--- src/rtl/load_store_unit.sv ---
// Memory-access stage: takes the execute-stage effective address, store data
// and funct3, issues a single access on a req/gnt/rvalid data bus, builds
// byte strobes with lane-replicated store data, extracts and extends load data,
// stalls the pipeline until completion and reports misaligned accesses,
// illegal funct3 encodings and bus timeouts.
module load_store_unit #(
    parameter int TIMEOUT = 255,
    parameter int CNT_W   = 8
) (
    input  logic        clk,
    input  logic        rst,
    input  logic        start,
    input  logic        is_store,
    input  logic [2:0]  funct3,
    input  logic [31:0] addr,
    input  logic [31:0] wdata,
    output logic        stall,
    output logic        done,
    output logic [31:0] load_data,
    output logic        lsu_err,
    output logic [1:0]  err_code,
    output logic        mem_req,
    output logic        mem_we,
    output logic [31:0] mem_addr,
    output logic [3:0]  mem_wstrb,
    output logic [31:0] mem_wdata,
    input  logic        mem_gnt,
    input  logic        mem_rvalid,
    input  logic [31:0] mem_rdata
);

    typedef enum logic [1:0] {
        IDLE   = 2'd0,
        REQ    = 2'd1,
        WAIT_R = 2'd2,
        DONE   = 2'd3
    } state_t;

    localparam logic [1:0] ERR_NONE    = 2'b00;
    localparam logic [1:0] ERR_MISALGN = 2'b01;
    localparam logic [1:0] ERR_TIMEOUT = 2'b10;
    localparam logic [1:0] ERR_ILLEGAL = 2'b11;

    // Last counter value a phase may reach before it is declared timed out.
    localparam logic [CNT_W-1:0] CNT_LAST = CNT_W'(TIMEOUT - 1);

    state_t           state_r;
    logic [CNT_W-1:0] cnt_r;
    logic [2:0]       funct3_r;
    logic             is_store_r;
    logic [1:0]       off_r;

    logic             legal_s;
    logic             misaligned_s;

    // funct3 encodings accepted for loads (LB/LH/LW/LBU/LHU) and stores (SB/SH/SW).
    function automatic logic funct3_legal(input logic st, input logic [2:0] f3);
        logic ok;
        case (f3)
            3'b000, 3'b001, 3'b010: ok = 1'b1;
            3'b100, 3'b101:         ok = ~st;
            default:                ok = 1'b0;
        endcase
        return ok;
    endfunction

    // Halfwords need an even address, words need a 4-byte aligned address.
    function automatic logic is_misaligned(input logic [2:0] f3, input logic [1:0] off);
        logic bad;
        case (f3[1:0])
            2'b01:   bad = off[0];
            2'b10:   bad = (off != 2'b00);
            default: bad = 1'b0;
        endcase
        return bad;
    endfunction

    // Byte strobes for a store of the given width at the given byte offset.
    function automatic logic [3:0] store_strb(input logic [2:0] f3, input logic [1:0] off);
        logic [3:0] s;
        case (f3)
            3'b000:  s = 4'b0001 << off;
            3'b001:  s = off[1] ? 4'b1100 : 4'b0011;
            3'b010:  s = 4'b1111;
            default: s = 4'b0000;
        endcase
        return s;
    endfunction

    // Store data replicated into every lane so the strobes alone pick the bytes.
    function automatic logic [31:0] store_data(input logic [2:0] f3, input logic [31:0] d);
        logic [31:0] r;
        case (f3)
            3'b000:  r = {4{d[7:0]}};
            3'b001:  r = {2{d[15:0]}};
            3'b010:  r = d;
            default: r = 32'd0;
        endcase
        return r;
    endfunction

    // Pick the addressed byte/halfword out of the read word and extend it.
    function automatic logic [31:0] load_extract(input logic [2:0] f3, input logic [1:0] off,
                                                 input logic [31:0] rd);
        logic [7:0]  b;
        logic [15:0] h;
        logic [31:0] r;
        case (off)
            2'b00:   b = rd[7:0];
            2'b01:   b = rd[15:8];
            2'b10:   b = rd[23:16];
            2'b11:   b = rd[31:24];
            default: b = 8'd0;
        endcase
        h = off[1] ? rd[31:16] : rd[15:0];
        case (f3)
            3'b000:  r = {{24{b[7]}}, b};
            3'b001:  r = {{16{h[15]}}, h};
            3'b010:  r = rd;
            3'b100:  r = {24'd0, b};
            3'b101:  r = {16'd0, h};
            default: r = 32'd0;
        endcase
        return r;
    endfunction

    // Classify the incoming request before it is accepted.
    always_comb begin
        legal_s      = funct3_legal(is_store, funct3);
        misaligned_s = is_misaligned(funct3, addr[1:0]);
    end

    // Hold the pipeline while a request is being accepted or is in flight.
    always_comb begin
        if (state_r == IDLE) begin
            stall = start;
        end else if ((state_r == REQ) || (state_r == WAIT_R)) begin
            stall = 1'b1;
        end else begin
            stall = 1'b0;
        end
    end

    // Access sequencer with registered bus and status outputs.
    always_ff @(posedge clk) begin
        if (rst) begin
            state_r    <= IDLE;
            cnt_r      <= '0;
            funct3_r   <= 3'b000;
            is_store_r <= 1'b0;
            off_r      <= 2'b00;
            done       <= 1'b0;
            lsu_err    <= 1'b0;
            err_code   <= ERR_NONE;
            load_data  <= 32'd0;
            mem_req    <= 1'b0;
            mem_we     <= 1'b0;
            mem_addr   <= 32'd0;
            mem_wstrb  <= 4'b0000;
            mem_wdata  <= 32'd0;
        end else begin
            // Completion and error flags are single-cycle pulses by default.
            done     <= 1'b0;
            lsu_err  <= 1'b0;
            err_code <= ERR_NONE;
            case (state_r)
                IDLE: begin
                    if (start) begin
                        funct3_r   <= funct3;
                        is_store_r <= is_store;
                        off_r      <= addr[1:0];
                        cnt_r      <= '0;
                        if (!legal_s) begin
                            state_r  <= DONE;
                            done     <= 1'b1;
                            lsu_err  <= 1'b1;
                            err_code <= ERR_ILLEGAL;
                        end else if (misaligned_s) begin
                            state_r  <= DONE;
                            done     <= 1'b1;
                            lsu_err  <= 1'b1;
                            err_code <= ERR_MISALGN;
                        end else begin
                            state_r   <= REQ;
                            mem_req   <= 1'b1;
                            mem_we    <= is_store;
                            mem_addr  <= {addr[31:2], 2'b00};
                            mem_wstrb <= is_store ? store_strb(funct3, addr[1:0]) : 4'b0000;
                            mem_wdata <= is_store ? store_data(funct3, wdata) : 32'd0;
                        end
                    end else begin
                        state_r <= IDLE;
                    end
                end
                REQ: begin
                    // A grant in the expiry cycle still wins over the timeout.
                    if (mem_gnt) begin
                        mem_req   <= 1'b0;
                        mem_we    <= 1'b0;
                        mem_wstrb <= 4'b0000;
                        if (is_store_r) begin
                            state_r <= DONE;
                            done    <= 1'b1;
                        end else begin
                            state_r <= WAIT_R;
                            cnt_r   <= '0;
                        end
                    end else if (cnt_r == CNT_LAST) begin
                        mem_req   <= 1'b0;
                        mem_we    <= 1'b0;
                        mem_wstrb <= 4'b0000;
                        state_r   <= DONE;
                        done      <= 1'b1;
                        lsu_err   <= 1'b1;
                        err_code  <= ERR_TIMEOUT;
                        load_data <= 32'd0;
                    end else begin
                        cnt_r <= cnt_r + 1'b1;
                    end
                end
                WAIT_R: begin
                    // Read data arriving in the expiry cycle still wins over the timeout.
                    if (mem_rvalid) begin
                        load_data <= load_extract(funct3_r, off_r, mem_rdata);
                        state_r   <= DONE;
                        done      <= 1'b1;
                    end else if (cnt_r == CNT_LAST) begin
                        state_r   <= DONE;
                        done      <= 1'b1;
                        lsu_err   <= 1'b1;
                        err_code  <= ERR_TIMEOUT;
                        load_data <= 32'd0;
                    end else begin
                        cnt_r <= cnt_r + 1'b1;
                    end
                end
                DONE: begin
                    // A start seen here is not accepted; execute re-presents it in IDLE.
                    state_r <= IDLE;
                end
                default: begin
                    state_r <= IDLE;
                    mem_req <= 1'b0;
                end
            endcase
        end
    end

endmodule

--- config.mk ---
export PLATFORM = sky130hd
export DESIGN_NAME = load_store_unit
export DESIGN_NICKNAME = d
export VERILOG_FILES = /design/src/rtl/load_store_unit.sv
export SDC_FILE = /design/constraint.sdc
export NUM_CORES = 1
export LEC_CHECK = 0
export BUFFER_PORTS_ARGS = -buffer_cell sky130_fd_sc_hd__buf_2
export CAP_MARGIN = 0
export CORE_ASPECT_RATIO = 1.5
export CORE_MARGIN = 4
export CORE_UTILIZATION = 30
export DETAILED_ROUTE_END_ITERATION = 7
export MAX_ROUTING_LAYER = met4
export PLACE_DENSITY_LB_ADDON = 0.2
export REMOVE_ABC_BUFFERS = 1
export SLEW_MARGIN = 20
export SYNTH_ARGS = -nofsm -noshare
export SYNTH_HDL_FRONTEND = slang
export SYNTH_SLANG_ARGS = --single-unit
--- constraint.sdc ---
create_clock -name clk -period 1.75 [get_ports clk]
set_input_delay 0 -clock clk [delete_from_list [all_inputs] [get_ports clk]]
set_output_delay 0 -clock clk [all_outputs]
set_load 0.1 [all_outputs]
# Word level (Yosys, flattened, before mapping)

Cells that the tools add are included.

Input bits: 105
Register bits: 120

Muxes and demuxes: 64
Add/sub/neg operators: 1
Bitwise gates (word level): 2
Eq/ne operators: 24
Shifts and indexed selects: 1
Reduce and logical (&&, ||, !) cells: 16

Operators by type and width:

| kind                                          | count |
|---|---|
| one-hot mux 32 bit (5 select lines)           | 1 |
| 2-to-1 mux 32 bit                             | 4 |
| one-hot mux 32 bit (3 select lines)           | 1 |
| one-hot mux 32 bit (2 select lines)           | 1 |
| 2-to-1 mux 8 bit                              | 5 |
| one-hot mux 8 bit (4 select lines)            | 1 |
| 2-to-1 mux 4 bit                              | 7 |
| one-hot mux 8 bit (3 select lines)            | 1 |
| 2-to-1 mux 2 bit                              | 11 |
| 2-to-1 mux 1 bit                              | 21 |
| 2-to-1 mux 16 bit                             | 1 |
| == test 3 bit, second input constant          | 4 |
| one-hot mux 4 bit (3 select lines)            | 1 |
| == test 2 bit, second input constant          | 5 |
| != test 2 bit, second input constant          | 5 |
| adder 8 x 1 -> 8 bit, second input constant   | 1 |
| == test 8 bit, second input constant          | 1 |
| one-hot mux 1 bit (2 select lines)            | 4 |
| one-hot mux 2 bit (4 select lines)            | 1 |
| one-hot mux 4 bit (2 select lines)            | 1 |
| AND reduction 4 bit                           | 2 |
| == test 2 x 1 -> 1 bit, second input constant | 3 |
| == test 3 x 1 -> 1 bit, second input constant | 2 |
| == test 3 x 2 -> 1 bit, second input constant | 2 |
| 15 further kinds                              | 22 |

# Logic depth before layout (Yosys ltp)

Gate-level depths: netlist of the first run.

Depth after elaboration: 7
Gate-level depth with buffers: 9

# Worst setup path before layout of the first run

Ideal clock, no wire load.

Kind: flip-flop to flip-flop
From: register state_r[0]
To: register cnt_r[2]
Setup slack: -0.122 ns
Library setup time: 0.095 ns
Data arrival time: 1.777 ns
Cell stages (with the launch flop): 8
Clock period less this slack: 1.872 ns
Path buffers: 1
Cells stage by stage: dfxtp_1 inv_1 ha_1 clkbuf_1 a32oi_1 o311a_1 o21ai_0 a221oi_1

Cells in the longest elaborated chain, start to end: 3
Elaborated cells between the ends (all ways): 9

Ends and longest elaborated chain:

| element                                                      | RTL line | RTL |
|---|---|---|
| start: declaration                                           | 47       | `state_t state_r;` |
| start signal: assignment                                     | 147      | `state_r <= IDLE;` |
| start signal: assignment                                     | 174      | `state_r <= DONE;` |
| start signal: assignment                                     | 179      | `state_r <= DONE;` |
| == test 2 x 1 -> 1 bit, or another cell as far along         | 166      | `case (state_r)` |
| != test 3 bit (no source line), or another cell as far along | --       |  |
| AND reduction 4 bit (no source line)                         | --       |  |
| end signal: assignment                                       | 218      | `cnt_r <= cnt_r + 1'b1;` |
| end signal: assignment                                       | 234      | `cnt_r <= cnt_r + 1'b1;` |
| end: declaration                                             | 48       | `logic [CNT_W-1:0] cnt_r;` |

Several ways; a longest one is shown, not always the timed one.
A chain may end at the register's enable or synchronous reset.

# Worst setup path in the final report of the first run

From: register state_r[0]
To: output port stall

Cells in the longest elaborated chain, start to end: 4
Elaborated cells between the ends (all ways): 6

Ends and longest elaborated chain:

| element                                                 | RTL line | RTL |
|---|---|---|
| == test 2 x 1 -> 1 bit or == test 2 bit (tied branches) | 137      | `end else if ((state_r == REQ) \|\| (state_r == WAIT_R)) begin` |
| logical OR 1 bit                                        | 137      |  |
| 2-to-1 mux 1 bit                                        | 137      |  |
| 2-to-1 mux 1 bit (*)                                    | 135      | `if (state_r == IDLE) begin` |
| end: declaration                                        | 17       | `output logic stall,` |

Every way passes the cells marked *; elsewhere a longest branch is shown, timed or not.

==> results.md, run 1 <==
* ANT nets after route at 0
* Initial core utilization at 30.5%
* Placer congestion estimate at 0.839
* CTS clk-pin slew, worst paths at 0.06 ns
* Combinational Power Share at 26.6%
* P_int at 6.01 mW
* Clock skew at 0.00970 ns
* Minimum clock period at 1.70 ns
* Crit path kind: reg2out
* Worst setup EP type: output port
* DRC Markers at 0
* Worst slew margin at 52.4%
* Final Util at 48.2%
* Max H-tree Level at 4
* First drt pass iteration count at 5
* Slew @ Worst Pin at 0.713 ns
* Mapped Cells at 695
* CTS sink cnt at 120
* Final setup violation count at 0
* Yosys reg bits at 120
* # port buffers at 209
* Net load switching power at 2.93 mW
* Overflow after GRT at 0
* Hold WC Path Type: in2reg
* Global-route wire length before repair at 32700 um
* Die X at 122 um
* CP arrival at 1.70 ns
* Leakage Power at 3.94 nW
* Die extent in y at 178 um
* P&R area growth vs syn at 58.3%
* Ys async rst share at 0%
* Syn_area_per_cell at 8.36 um^2
* Pins Over Slew Limit at 0
* Status: complete, no violations
* Sw Ratio at 32.8%
* Vias in the first global route at 6446
* Power per cell area at 971 mW/mm^2
* Ys flop type: dfxtp_1
* CORE AREA at 0.0191 mm^2
* Clock power frac at 41.0%
* DR iter-0 viols at 425
* EDFF count, synth at 0
* Via/cell ratio at 5.01
* Nets at 1139
* Seq/Total Area, Yosys at 41.3%
* I/O pin total at 212
* Cell variety after synth at 59
* Pin count of the biggest net entering global routing at 90
* Max cap viols at 0
* Setup total negative slack at 0 ns
* Req. time, crit path at 1.75 ns
* Register share of total power at 32.3%
* Synthesized cell area at 0.00581 mm^2
* Fmax at 588 MHz
* Tot GR Track Use at 19.4%
* Wirelength per Cell at 16.6 um
* Dpl hpwl at 14600 um
* CTS Buffer Depth at 2
* Number of warning messages in the yosys log at 0
* Critical path peak fanout at 8
* FILL cells at 1897
* Clk Latency, worst-skew pair at 0.42 ns
* Peak supply drop at 0.000587 V
* Die ar. at 0.0217 mm^2
* Initial antenna violation count at 0
* Most frequent cells in the layout: buf_2 (208), dfxtp_1 (117), nand2_1 (100)
* Tcrit/Tclk final at 97.2%
* Layout cell share with drive strength beyond 1 at 33.6%
* Root Buffer: clkbuf_16
* Vias at 6494
* Fin. Hold Viols at 0
* CTS tree: yes
* Area taken by multi-input logic gates at 0.00312 mm^2
* Commonest non-fill, non-tap cell in the layout: buf_2
* Post-Route WL at 21500 um
* Total power at 8.93 mW
* # rows at 62
* RSZ-0062 raised after global routing: true
* Worst setup SP type: flop
* TritonCTS Buffers at 17
* Register area at 0.00241 mm^2
[worst paths after layout]
kind | cells after the start | start | slack [ns] | end
max | 7 | state_r[0] | 0.05 | stall
min | 4 | wdata[10] | 0.02 | mem_wdata[26]
max reg2reg | 8 | state_r[0] | 0.07 | cnt_r[6]
min reg2reg | 2 | mem_wdata[15] | 0.45 | mem_wdata[15]
[critical path, cell delays in order, from the launching register on]
cell	delay, ns
dfxtp_2	0.34
inv_2	0.06
ha_4	0.16
buf_6	0.12
and2_4	0.13
buf_6	0.13
a21o_1	0.18
buf_12	0.17
[Yosys cell counts (9+ instances only)]
library cell  number  area share, %
dfxtp_1          120             41
nand2_1          100            6.5
a21oi_1           80            6.9
nor2_1            44            2.8
clkbuf_1          29            1.9
inv_1             26            1.7
nand3b_1          24            3.1
buf_2             22            1.9
nand3_1           21            1.8
o2bb2ai_1         17            2.6
or3_1             17            1.8
a22o_1            16            2.4
o32ai_1           16            2.4
nor3_1            15            1.3
o21ai_0           15            1.3
a221oi_1          10            1.5
ha_1               9            1.9
mux2i_1            9            1.5
[area by class of cell]
class                   count  share of cell area [%]
diodes                      1                  0.0272
clock buffers              18                    4.77
clock inverters            14                    1.88
inverters                  27                    1.10
multi-input cells         491                    33.9
flip-flops and latches    120                    26.2
well taps                 256                    3.48
repair buffers            368                    28.6
[sequential cells by signal, summed over array words and instances (netlist names), 2 cells and up]
signal and cells:
mem_wdata 32, err_code 2, load_data 32, mem_wstrb 4
mem_addr 30, cnt_r 8, funct3_r 3, state_r 2
off_r 2
[repair_timing]
item,CTS,global route
setup buffers,0,5
hold endpoints to repair,91,0
hold buffers,91,0
endpoints found under the setup margin,65,72
pin swaps,2,7
gates cloned,0,3
resized for setup,12,14
[layer usage]
layer	track usage [%]	routed length (um)	part of all wire (%)	vias up
li1	-	-	-	3189
met1	21.4	8510	40	3026
met3	3.71	937	4.4	71
met4	10.2	893	4.2	0
met5	-	0	0	-
met2	33.0	11100	52	208
[per-stage QoR]
| step | worst slack [ns] | hold slack (ns) | cell area (um^2) | std cells |
|---|---|---|---|---|
| final | 0.0495 | 0.0222 | 9200 | 1295 |
| after detailed placement | -0.235 | 0.247 | 7480 | 1163 |
| after CTS | -0.0267 | 0.000894 | 9050 | 1286 |
| after global placement | -0.199 | 0.242 | 7480 | 1163 |
| after floorplan | -2.38 | 0.0691 | 5550 | 638 |
| after global routing | -0.0264 | 0.0326 | 9200 | 1294 |
[power groups by stage]
stage	Clock [mW]	Sequential, mW	Combinational (mW)
global route	3.88	2.90	2.54
detailed placement	0	2.95	2.08
floorplan	0	3.49	0.750
finish	3.66	2.89	2.38
CTS	3.75	2.89	2.28
global placement	0	2.95	2.08
[logic make-up after synthesis]
logic type               after synthesis  synth area share [%]
buffers and inverters                 85                  6.35
adder cells (fa/ha/maj)                9                  1.94
AND/OR/NAND/NOR                      250                  21.5
other                                  1                0.0645
multiplexers                          10                  1.74
AO/OA/AOI/OAI                        220                  27.1
flip-flops                           120                  41.3
No activity file was read; power rests on OpenSTA's default activity.
==> inputs of run 2 (changes only) <==
--- a/config.mk
+++ b/config.mk
@@ -10,10 +10,10 @@
 export CORE_ASPECT_RATIO = 1.5
 export CORE_MARGIN = 4
 export CORE_UTILIZATION = 30
+export CTS_CLUSTER_DIAMETER = 40
 export DETAILED_ROUTE_END_ITERATION = 7
 export MAX_ROUTING_LAYER = met4
 export PLACE_DENSITY_LB_ADDON = 0.2
-export REMOVE_ABC_BUFFERS = 1
 export SLEW_MARGIN = 20
 export SYNTH_ARGS = -nofsm -noshare
 export SYNTH_HDL_FRONTEND = slang
==> run 2 against run 1 <==
Effect of this change:
- the flow now finishes with violations (setup timing)
- highest routed layer unchanged
- routed wire length increased by 0.47%
- worst setup slack got worse by 0.074 ns
- total power decreased by 1.5%
- cell count increased by 0.69%
- design area increased by 2.2%
- largest cell class unchanged
- count of clock-buffer cells in the layout decreased by 1
- critical endpoint is now load_data[8]
- hold slack about the same
- via count increased by 0.28%
- first-iteration DRC count decreased by 28%
- flip-flop and latch count unchanged
==> results.md, run 2 (synthesized netlist as in run 1, its figures left out) <==
* Layout cell share with drive strength beyond 1 at 35.9% (was 33.6%)
* Req. time, crit path at 2.05 ns (was 1.75 ns)
* Non-Filler Instances at 1304 (was 1295)
* Clk Latency, worst-skew pair at 0.42 ns (about the same)
* Vias at 6512 (was 6494)
* DRC Markers at 0 (unchanged)
* Largest registers: load_data: 32 flops, mem_wdata: 32 flops, mem_addr: 30 flops (unchanged)
* Max H-tree Level at 4 (unchanged)
* Die ar. at 0.0217 mm^2 (unchanged)
* First drt pass iteration count at 5 (unchanged)
* Final setup violation count at 14 (was 0)
* Minimum clock period at 1.77 ns (was 1.70 ns)
* WP buf/inv at 3 (was 4)
* CP max-delay cell: dfxtp_2 (unchanged)
* RSZ-0062 raised after global routing: true (unchanged)
* I/O pin total at 212 (unchanged)
* Hold WC Path Type: in2reg (unchanged)
* Status: complete, but fails checks (was complete, no violations)
* CTS Buffer Depth at 2 (unchanged)
* FILL cells at 1868 (was 1897)
* Hold Crit Start: is_store (was wdata[10])
* Initial antenna violation count at 3 (was 0)
* Critical-path cell list: buf_6, ha_4, buf_6, a21oi_4, a21boi_4, nor2_4, clkbuf_16, o2bb2ai_1 (was inv_2, ha_4, buf_6, and2_4, buf_6, a21o_1, buf_12)
* P&R area growth vs syn at 61.8% (was 58.3%)
* Final worst slack at -0.0249 ns (was 0.0495 ns)
* Tcrit/Tclk final at 101% (was 97.2%)
* Peak supply drop at 0.000608 V (was 0.000587 V)
* Overflow after GRT at 0 (unchanged)
* WHS at 0.0226 ns (was 0.0222 ns)
* Global-route wire length before repair at 33100 um (was 32700 um)
* Placer congestion estimate at 0.852 (was 0.839)
* Pin count of the biggest net entering global routing at 62 (was 90)
* Reg2reg end: load_data[8] (was cnt_r[6])
* Most frequent cells in the layout: buf_2 (208), dfxtp_1 (118), nand2_1 (99) (was buf_2 (208), dfxtp_1 (117), nand2_1 (100))
* Critical R2R Launch: state_r[0] (unchanged)
* Fmax at 563 MHz (was 588 MHz)
* DR iter-0 viols at 304 (was 425)
* Tot GR Track Use at 19.8% (was 19.4%)
* Max cap viols at 0 (unchanged)
* Register area at 0.00240 mm^2 (was 0.00241 mm^2)
* Fin. Hold Viols at 0 (unchanged)
* Pins Over Slew Limit at 0 (unchanged)
* ANT nets after route at 0 (unchanged)
* TritonCTS Buffers at 17 (unchanged)
* Initial core utilization at 30.5% (unchanged)
* Placed cells at 1163 (unchanged)
* Hold Crit Depth at 4 (unchanged)
* CP arrival at 2.07 ns (was 1.70 ns)
* Vias in the first global route at 6399 (was 6446)
* Via/cell ratio at 4.99 (was 5.01)
* Slowest stage delay, CP at 0.33 ns (was 0.34 ns)
* Placed inst area at 0.00751 mm^2 (was 0.00748 mm^2)
* Area taken by multi-input logic gates at 0.00332 mm^2 (was 0.00312 mm^2)
* Dpl hpwl at 15200 um (was 14600 um)
* CTS sink cnt at 120 (unchanged)
* CTS clk-pin slew, worst paths at 0.06 ns (about the same)
* Violated checks: setup timing
* CP most frequent cell: buf_6 (unchanged)
* Final Cell Area at 0.00940 mm^2 (was 0.00920 mm^2)
* Nets at 1145 (was 1139)
* Wirelength per Cell at 16.5 um (was 16.6 um)
* Worst path depth at 8 (was 7)
* Die X at 122 um (unchanged)
* Critical path peak fanout at 8 (unchanged)
* Post-Route WL at 21600 um (was 21500 um)
* R2r setup slk at -0.02 ns (was 0.07 ns)
* Worst slew margin at 56.7% (was 52.4%)
* Root Buffer: clkbuf_16 (unchanged)
* Slew @ Worst Pin at 0.650 ns (was 0.713 ns)
* Crit path kind: reg2reg (was reg2out)
* Power per cell area at 936 mW/mm^2 (was 971 mW/mm^2)
* Commonest non-fill, non-tap cell in the layout: buf_2 (unchanged)
* Cell count of the worst reg-to-reg path at 8 (unchanged)
* CTS tree: yes (unchanged)
* Endpoint, Worst Hold: is_store_r (was mem_wdata[26])
* # rows at 62 (unchanged)
* Worst setup SP type: flop (unchanged)
* Delay-heaviest family, CP: compound AO/OA/AOI/OAI gates (was buffers and inverters)
* CORE AREA at 0.0191 mm^2 (unchanged)
* Leakage Power at 4.01 nW (was 3.94 nW)
* Clock skew at 0.0105 ns (was 0.00970 ns)
* Worst setup EP type: flop (was output port)
* # port buffers at 209 (unchanged)
* Die extent in y at 178 um (unchanged)
[run 2: tightest hold or removal path, stage by stage]
cell	delay, ns
buf_2	0.10
buf_4	0.17
nand2_1	0.06
a21oi_1	0.05
[run 2: worst max-delay path by stage]
stage | to | from | slack (ns)
after floorplan | load_data[11] | state_r[1] | -0.02
after global placement | mem_wdata[8] | funct3[0] | -0.05
after detailed placement | mem_wdata[22] | state_r[0] | -0.08
after CTS | cnt_r[6] | state_r[1] | 0.02
after global routing | load_data[20] | state_r[0] | -0.09
final | load_data[8] | state_r[0] | -0.02
[run 2: metrics by stage]
| step | total power, mW | setup slack, ns | TNS, ns | util [%] |
|---|---|---|---|---|
| floorplan | 4.37 | -0.0161 | -0.172 | - |
| global placement | 5.03 | -0.0534 | -1.79 | 39.3 |
| detailed placement | 5.03 | -0.0845 | -3.93 | 39.3 |
| CTS | 8.74 | 0.0234 | 0 | 47.8 |
| global route | 9.18 | -0.0873 | -2.25 | 49.3 |
| finish | 8.80 | -0.0249 | -0.106 | 49.3 |
[run 2: layout make-up]
type / instances / share of cell area, %
tap: 256 / 3.41
clock buffer: 17 / 4.52
antenna: 4 / 0.106
inverter: 27 / 1.08
sequential: 120 / 25.6
timing repair buffer: 374 / 28.6
multi-input combinational: 491 / 35.3
clock inverter: 15 / 1.48
[run 2: report_power, final]
group | switching, mW | internal, mW
clock network | 1.42 | 1.98
registers | 0.0582 | 2.83
logic | 1.55 | 0.959
[run 2: layer usage]
layer  up-vias  part of all wire, %  global-route usage [%]
met5         -                    0                       -
met4         0                  3.5                    8.18
met3        47                  5.5                    4.00
met2       224                   52                    35.5
met1      3042                   39                    21.2
li1       3199                    -                       -
[run 2: timing repair]
action,in CTS,in global routing
endpoints found under the hold margin,91,0
pin swaps,6,7
resized for setup,15,33
hold buffers,91,0
setup endpoints to repair,87,55
cloned,1,2
buffers inserted,7,6
==> inputs of run 3 (changes only) <==
==> constraint.sdc (replaced) <==
create_clock -name clk -period 1.75 [get_ports clk]
set_input_delay 0.175 -clock clk [delete_from_list [all_inputs] [get_ports clk]]
set_output_delay 0.175 -clock clk [all_outputs]
set_load 0.1 [all_outputs]
==> run 3 against run 2 <==
Effect of this change:
- the flow still finishes with violations (setup timing)
- critical path depth down 1
- fmax down 4.1%
- combinational power increased by 2%
- first-iteration DRC count rose by 5.3%
- clock skew fell by 0.00057 ns
- total power is 5.0% higher
- count of clock-buffer cells in the layout increased by 4
- largest cell class unchanged
- hold slack worse by 0.013 ns
- worst setup slack lost 0.076 ns
- critical endpoint is now stall
- clock power increased by 12%
- via count shrank 3.3%
- utilization shrank 0.48 points
==> results.md, run 3 (synthesized netlist as in run 1, its figures left out) <==
* Status: complete, but fails checks (unchanged)
* Violated checks: setup timing (unchanged)
* CP arrival at 1.68 ns (was 2.07 ns)
* Tot GR Track Use at 19.0% (was 19.8%)
* Hold WC Path Type: in2reg (unchanged)
* Fin. Hold Viols at 0 (unchanged)
* Most frequent cells in the layout: buf_2 (208), dfxtp_1 (117), nand2_1 (83) (was buf_2 (208), dfxtp_1 (118), nand2_1 (99))
* Final Cell Area at 0.00931 mm^2 (was 0.00940 mm^2)
* Initial antenna violation count at 1 (was 3)
* CTS tree: yes (unchanged)
* Vias in the first global route at 6057 (was 6399)
* Minimum clock period at 1.85 ns (was 1.77 ns)
* Power per cell area at 993 mW/mm^2 (was 936 mW/mm^2)
* Hold Crit Start: rst (was is_store)
* Nets at 1101 (was 1145)
* Hold Crit Depth at 2 (was 4)
* Max H-tree Level at 4 (unchanged)
* Pin count of the biggest net entering global routing at 83 (was 62)
* Sw Ratio at 32.0% (was 34.5%)
* I/O pin total at 212 (unchanged)
* Die X at 122 um (unchanged)
* Setup slack after placement at -0.202 ns (was -0.0845 ns)
* # rows at 62 (unchanged)
* Peak supply drop at 0.000619 V (was 0.000608 V)
* Die ar. at 0.0217 mm^2 (unchanged)
* Layout cell share with drive strength beyond 1 at 43.1% (was 35.9%)
* Slew @ Worst Pin at 0.623 ns (was 0.650 ns)
* Crit path kind: reg2out (was reg2reg)
* Worst setup SP type: flop (unchanged)
* CORE AREA at 0.0191 mm^2 (unchanged)
* Pins Over Slew Limit at 0 (unchanged)
* Req. time, crit path at 1.57 ns (was 2.05 ns)
* Critical path peak fanout at 3 (was 8)
* Final Util at 48.8% (was 49.3%)
* ANT nets after route at 0 (unchanged)
* Endpoint, Worst Hold: off_r[1] (was is_store_r)
* P_int at 6.29 mW (was 5.77 mW)
* Largest registers: load_data: 32 flops, mem_wdata: 32 flops, mem_addr: 30 flops (unchanged)
* Reg2reg end: mem_wdata[30] (was load_data[8])
* Post-Route WL at 21200 um (was 21600 um)
* Combinational Power Share at 27.6% (was 28.6%)
* Max cap viols at 0 (unchanged)
* Initial core utilization at 30.5% (unchanged)
* Critical R2R Launch: state_r[1] (was state_r[0])
* Vias at 6294 (was 6512)
* Cell count of the worst reg-to-reg path at 8 (unchanged)
* Placer congestion estimate at 0.817 (was 0.852)
* Total power at 9.24 mW (was 8.80 mW)
* Setup total negative slack at -0.474 ns (was -0.106 ns)
* # port buffers at 209 (unchanged)
* Via/cell ratio at 5.01 (was 4.99)
* Clock power frac at 41.2% (was 38.6%)
* DR iter-0 viols at 320 (was 304)
* Placed inst area at 0.00763 mm^2 (was 0.00751 mm^2)
* WHS at 0.00927 ns (was 0.0226 ns)
* Net load switching power at 2.96 mW (was 3.03 mW)
* Commonest non-fill, non-tap cell in the layout: buf_2 (unchanged)
* CTS clk-pin slew, worst paths at 0.06 ns (about the same)
* Final setup violation count at 20 (was 14)
* Register share of total power at 31.2% (was 32.8%)
* Fmax at 540 MHz (was 563 MHz)
* Worst setup EP type: output port (was flop)
* Clock skew at 0.00995 ns (was 0.0105 ns)
* FILL cells at 1848 (was 1868)
* Placed cells at 1174 (was 1163)
* Final worst slack at -0.101 ns (was -0.0249 ns)
* Overflow after GRT at 0 (unchanged)
* Global-route wire length before repair at 31600 um (was 33100 um)
* Wirelength per Cell at 16.9 um (was 16.5 um)
* CTS sink cnt at 120 (unchanged)
* R2r setup slk at -0.04 ns (was -0.02 ns)
* First drt pass iteration count at 4 (was 5)
* Die extent in y at 178 um (unchanged)
* Clk Latency, worst-skew pair at 0.42 ns (about the same)
* Root Buffer: clkbuf_16 (unchanged)
* Tcrit/Tclk final at 106% (was 101%)
* RSZ-0062 raised after global routing: true (unchanged)
* TritonCTS Buffers at 17 (unchanged)
* DRC Markers at 0 (unchanged)
* Dpl hpwl at 15000 um (was 15200 um)
* Leakage Power at 3.98 nW (was 4.01 nW)
* CTS Buffer Depth at 2 (unchanged)
* Non-Filler Instances at 1257 (was 1304)
* P&R area growth vs syn at 60.2% (was 61.8%)
* Worst slew margin at 58.3% (was 56.7%)
run 3: cell count changes in the layout (fill, tap and decap cells not counted), sizes merged:
cell,before,now
dlygate4sd3,91,27
buf,281,295
clkbuf,19,27
inv,34,27
bufinv,1,4
diode,4,1
or3,17,19
clkinv,5,4
clkinvlp,2,3
run 3: layer usage:
layer	part of all wire, %	wire [um]	global-route usage (%)
met5	0	0	-
met4	1.8	384	6.07
met3	5.6	1190	4.76
met2	53	11300	34.0
met1	39	8310	20.6
run 3: final cells by class:
| cell class | instances | area [um^2] | area share (%) |
|---|---|---|---|
| antenna | 1 | 2.50 | 0.0269 |
| sequential | 120 | 2410 | 25.8 |
| timing repair buffer | 328 | 2330 | 25.0 |
| clock buffer | 21 | 470 | 5.05 |
| inverter | 27 | 104 | 1.12 |
| multi-input combinational | 493 | 3510 | 37.7 |
| tap | 256 | 320 | 3.44 |
| clock inverter | 11 | 170 | 1.83 |
run 3: worst max-delay path by stage:
stage | from | to | cells past startpoint | slack (ns)
2_1_floorplan | state_r[1] | cnt_r[2] | 7 | 0.003
3_3_place_gp | funct3[0] | mem_wstrb[2] | 8 | -0.14
3_5_place_dp | funct3[0] | mem_wstrb[2] | 8 | -0.20
4_1_cts | state_r[1] | stall | 7 | -0.13
5_1_grt | state_r[1] | stall | 7 | -0.17
6_report | state_r[1] | stall | 7 | -0.10
run 3: critical path: stages, from the launching register on:
cell	delay, ns
dfxtp_2	0.33
inv_2	0.04
buf_6	0.11
ha_4	0.16
buf_6	0.11
and2_4	0.15
a21o_4	0.20
buf_12	0.16
run 3: power groups by stage:
stage               combinational [mW]  clock (mW)  sequential, mW
finish                            2.55        3.80            2.89
floorplan                        0.893           0            3.48
global placement                  2.13           0            2.94
CTS                               2.32        3.89            2.89
global route                      2.72        4.01            2.90
detailed placement                2.13           0            2.94
run 3: repair_timing:
| action | 4_1_cts | 5_1_grt |
|---|---|---|
| buffers inserted | 5 | 8 |
| endpoints found under the hold margin | 27 | 0 |
| cloned | 1 | 10 |
| gates resized for setup | 23 | 94 |
| setup endpoints to repair | 84 | 89 |
| hold buffers | 27 | 0 |
| pin swaps | 5 | 48 |
